--- src/rtl/up3_control.sv ---
// up3 control unit: Moore sequencer for the two-byte fetch / decode / execute cycle.
// Strobes are decoded from the state register and the opcode latched in DECODE.
//
// state   | meaning
// --------+-----------------------------------------------
// IDLE    | waiting for run or a step pulse
// FETCH_U | read opcode byte into IR upper
// INC_U   | advance PC past opcode byte
// FETCH_L | read operand byte into IR lower
// INC_L   | advance PC past operand byte
// DECODE  | latch opcode; NOP/illegal retire here, HLT heads to HALT
// EXEC_A  | first execute cycle (LDA read, STA write, JMP/JZ load PC)
// EXEC_B  | LDA accumulator load
// HALT    | absorbing until reset
module up3_control (
   input  logic       i_clk,
   input  logic       i_reset,
   input  logic       i_run,
   input  logic       i_step,
   input  logic [7:0] i_opcode,
   input  logic       i_ac_zero,
   output logic       o_fetch,
   output logic       o_store_mem,
   output logic       o_incr_pc,
   output logic       o_load_pc,
   output logic       o_load_iru,
   output logic       o_load_irl,
   output logic       o_load_ac,
   output logic       o_halted,
   output logic       o_illegal,
   output logic [3:0] o_state,
   output logic [7:0] o_instr_count
);

   typedef enum logic [3:0] {
      S_IDLE    = 4'd0,
      S_FETCH_U = 4'd1,
      S_INC_U   = 4'd2,
      S_FETCH_L = 4'd3,
      S_INC_L   = 4'd4,
      S_DECODE  = 4'd5,
      S_EXEC_A  = 4'd6,
      S_EXEC_B  = 4'd7,
      S_HALT    = 4'd8
   } state_t;

   localparam logic [7:0] OP_NOP = 8'h00;
   localparam logic [7:0] OP_LDA = 8'h01;
   localparam logic [7:0] OP_STA = 8'h02;
   localparam logic [7:0] OP_JMP = 8'h03;
   localparam logic [7:0] OP_JZ  = 8'h04;
   localparam logic [7:0] OP_HLT = 8'hFF;

   state_t     r_state;
   logic [7:0] r_op_q;
   logic [7:0] r_instr_count;
   logic       r_illegal;
   state_t     w_retire_state;

   // Dropping run mid-instruction only takes effect at the retire boundary.
   assign w_retire_state = i_run ? S_FETCH_U : S_IDLE;

   always_ff @(posedge i_clk or negedge i_reset) begin
      if (!i_reset) begin
         r_state       <= S_IDLE;
         r_op_q        <= 8'h00;
         r_instr_count <= 8'h00;
         r_illegal     <= 1'b0;
      end else begin
         case (r_state)
            S_IDLE: begin
               if (i_run || i_step)
                  r_state <= S_FETCH_U;
            end
            S_FETCH_U: r_state <= S_INC_U;
            S_INC_U:   r_state <= S_FETCH_L;
            S_FETCH_L: r_state <= S_INC_L;
            S_INC_L:   r_state <= S_DECODE;
            S_DECODE: begin
               r_op_q <= i_opcode;
               if (i_opcode == OP_HLT) begin
                  r_state       <= S_HALT;
                  r_instr_count <= r_instr_count + 8'd1;
               end else if ((i_opcode == OP_LDA) || (i_opcode == OP_STA) ||
                            (i_opcode == OP_JMP) || (i_opcode == OP_JZ)) begin
                  r_state <= S_EXEC_A;
               end else begin
                  r_state       <= w_retire_state;
                  r_instr_count <= r_instr_count + 8'd1;
                  if (i_opcode != OP_NOP)
                     r_illegal <= 1'b1;
               end
            end
            S_EXEC_A: begin
               if (r_op_q == OP_LDA) begin
                  r_state <= S_EXEC_B;
               end else begin
                  r_state       <= w_retire_state;
                  r_instr_count <= r_instr_count + 8'd1;
               end
            end
            S_EXEC_B: begin
               r_state       <= w_retire_state;
               r_instr_count <= r_instr_count + 8'd1;
            end
            S_HALT:  r_state <= S_HALT;
            default: r_state <= S_IDLE;
         endcase
      end
   end

   always_comb begin
      o_fetch     = 1'b0;
      o_store_mem = 1'b0;
      o_incr_pc   = 1'b0;
      o_load_pc   = 1'b0;
      o_load_iru  = 1'b0;
      o_load_irl  = 1'b0;
      o_load_ac   = 1'b0;
      case (r_state)
         S_FETCH_U: begin
            o_fetch    = 1'b1;
            o_load_iru = 1'b1;
         end
         S_INC_U:   o_incr_pc = 1'b1;
         S_FETCH_L: begin
            o_fetch    = 1'b1;
            o_load_irl = 1'b1;
         end
         S_INC_L:   o_incr_pc = 1'b1;
         S_EXEC_A: begin
            case (r_op_q)
               OP_LDA:  o_fetch     = 1'b1;
               OP_STA:  o_store_mem = 1'b1;
               OP_JMP:  o_load_pc   = 1'b1;
               OP_JZ:   o_load_pc   = i_ac_zero;
               default: ;
            endcase
         end
         S_EXEC_B:  o_load_ac = 1'b1;
         default:   ;
      endcase
   end

   assign o_halted      = (r_state == S_HALT);
   assign o_illegal     = r_illegal;
   assign o_state       = r_state;
   assign o_instr_count = r_instr_count;

endmodule

--- config.mk ---
export PLATFORM = sky130hd
export DESIGN_NAME = up3_control
export DESIGN_NICKNAME = d
export VERILOG_FILES = /design/src/rtl/up3_control.sv
export SDC_FILE = /design/constraint.sdc
export NUM_CORES = 1
export LEC_CHECK = 0
export CAP_MARGIN = 25
export CORE_ASPECT_RATIO = 1.5
export CORE_MARGIN = 2
export CORE_UTILIZATION = 50
export CTS_BUF_LIST = sky130_fd_sc_hd__clkbuf_16
export CTS_CLUSTER_DIAMETER = 50
export CTS_CLUSTER_SIZE = 24
export DETAILED_ROUTE_END_ITERATION = 10
export PLACE_DENSITY_LB_ADDON = 0.1
export SYNTH_ARGS = -nofsm -noshare
export SYNTH_HDL_FRONTEND = slang
export SYNTH_SLANG_ARGS = --single-unit
export TNS_END_PERCENT = 10
--- constraint.sdc ---
create_clock -name i_clk -period 3.74 [get_ports i_clk]
set_input_delay 1.122 -clock i_clk [delete_from_list [all_inputs] [get_ports i_clk]]
set_output_delay 1.122 -clock i_clk [all_outputs]
set_load 0.1 [all_outputs]
==> flow_metrics.tcl <==
set metrics [dict create \
    core_sq_mm 0.00223 \
    worst_pin_slew_ns 0.931 \
    yosys-top-cells-count "dfrtp_1, nor2_1, mux2_2, nand2_1, xor2_1" \
    viasPerCell 5.77 \
    ys.flop_type "dfrtp_1" \
    die_area_sq_mm 0.00274 \
    n_antenna_cell 0 \
    finalSetupViolCount 0 \
    crit_type "flip-flop to output port" \
    ant_nets 0 \
    fp.dieW_microns 43.4 \
    reg2reg_depth 4 \
    ff2ff_setup_slack_ns 1.51 \
    start_util 0.522 \
    tns_ns 0 \
    drt_wl_total_microns 2600 \
    numCtsBuffers 3 \
    use_met1 0.271 \
    r2r-end "o_instr_count[1]" \
    io_pins 34 \
    grt_max_degree 22 \
    synthArstFlopShare 1.00 \
    io_buffers 33 \
    yosys_warnings 0 \
    clockBufferDepth 2 \
    grt_usage 0.226 \
    grt_pass1_vias 1025 \
    use_met2 0.396 \
    detailed_place_hpwl_microns 1940 \
    final_max_slew_viol_count 0 \
    grt.busiest_layer "met2" \
    syn-cell-area_sq_mm 0.00117 \
    synthTopCellsByArea "dfrtp_1, mux2_2, xor2_1" \
    grt_pass1_wl_microns 4730 \
    synth-edff-count 0 \
    maxCapViolCount 0 \
    ctsResizeCount 0 \
    first_pass_iters 4 \
    drt_iter0_markers 29 \
    synth_cells 114 \
    fmax_ghz 0.288 \
    synth_top_family_by_area "simple AND/OR/NAND/NOR gates" \
    grt.met3_usage 0.0401 \
    clock_latency_ns 0.25 \
    layout-drive-gt1-share 0.302 \
    cts_root_buf "clkbuf_16" \
    vias 993 \
    hold_violations 0 \
    cts.sinks 21 \
    syn_avg_cell_area_sq_um 10.2 \
    overflow 0 \
    fin_crit_ns 3.48 \
    cp.arrival_ns 2.35 \
    area.growth.synth_to_final_pct 35.9 \
    cts_setup_buffers 0 \
    critPathLaunch "o_state[2]" \
    fp.dieH_microns 63.1 \
    htree_num_levels 1 \
    synth-adder-area-share 0.0107 \
    clkSlewWorstSetupHoldPaths_ns 0.06 \
    rsz0062_at_grt "no" \
    yosysSeqAreaShare 0.451 \
    cp_data_required_time_ns 2.62 \
    hold_path_class "flip-flop to flip-flop" \
    synth_top_cell_area_share 0.451 \
    status "finished, final reports clean" \
    drc 0 \
    syn-num-nets 128 \
    rows 21 \
    ys_ff_latch 21 \
    relSlewSlack 0.377 \
    synth.area.mux_share 0.0869 \
    cts_hold_buf 0 \
    fin_crit_sh 0.929 \
    worstHoldStart "o_instr_count[7]" \
    r2r-start "o_state[2]" \
    synth.most_common_cell "dfrtp_1" \
    synth.distinct_cells 39 \
    endpoint "o_fetch" \
    synth-simple-area-share 0.265 \
    wl_per_cell_microns 15.1 \
    gp_congestion 0.791 \
    synth_compound_area_frac 0.0837 \
    crit_fanout 12 \
    synth_largest_area_cell "dfrtp_1" \
    cp-start-kind "flip-flop" \
    synthXorXnorAreaFrac 0.0676 \
    nets 164 \
    endpoint_kind "output port" \
    tritoncts "yes" \
    skew_ns 0.00292 \
    antenna_found_initial 0 \
]
-- stage by stage --
stage,instances,hold slack (ns),util,area (sq um),setup slack [ns]
after floorplan,114,0.482,-,1180,-0.793
after CTS,172,0.486,0.710,1590,0.307
after global placement,168,0.458,0.674,1510,0.519
after detailed placement,168,0.467,0.674,1510,0.462
after global routing,172,0.500,0.710,1590,0.133
final,172,0.479,0.710,1590,0.264
-- cells in the final DEF, fill, tap and decap left out, types with 2 or more instances in the layout --
cell,synthesis,routed
a21oi_1,3,3
a31oi_1,2,2
and3_1,3,3
buf_12,0,2
buf_4,0,23
clkbuf_16,0,3
clkdlybuf4s50_1,0,12
dfrtp_1,21,21
inv_1,2,2
mux2_2,8,8
nand2_1,8,8
nand3_1,5,5
nand4_1,2,2
nor2_1,13,13
nor3_1,5,4
nor4b_2,1,2
nor4bb_1,2,2
o21ai_0,3,3
or4_4,2,2
xnor2_1,2,2
xor2_1,7,7
-- critical path, stage by stage, from the launching register on --
cell      delay [ns]
dfrtp_1         0.55
nor4bb_1        0.54
or4b_2          0.68
nand2_1         0.15
buf_12          0.18
-- layout make-up --
type / count / area (sq um)
timing repair buffer: 37 / 333
clock buffer: 3 / 75.1
tap: 23 / 28.8
clock inverter: 1 / 5.00
fill: 175 / 648
inverter: 2 / 7.51
multi-input combinational: 85 / 611
sequential: 21 / 526
-- how the worst min path moves through the flow --
stage | slack, ns | to | depth (start not counted)
after CTS | 0.49 | o_instr_count[7] | 1
after global placement | 0.46 | o_instr_count[7] | 1
after global routing | 0.50 | o_instr_count[7] | 1
after detailed placement | 0.47 | o_illegal | 1
final | 0.48 | o_instr_count[7] | 1
after floorplan | 0.48 | r_op_q[5] | 1
-- per-layer routing --
metal	up-vias	wire length [microns]
met5	-	0
met4	0	58
met3	6	106
met2	33	1440
met1	468	993
li1	486	-
-- sequential cells by signal (all words and copies together) (netlist names) --
| register | flops |
|---|---|
| o_instr_count | 8 |
| o_illegal | 1 |
| o_state | 4 |
| r_op_q | 8 |
-- logic make-up after synthesis --
family	Yosys count
fa+ha+maj	1
simple gates	51
mux	9
buf+inv	8
xor+xnor	9
compound gates	15
flops	21
Power is not shown: default switching activity piles up to over one toggle a cycle in this logic, so the estimate is an artifact.
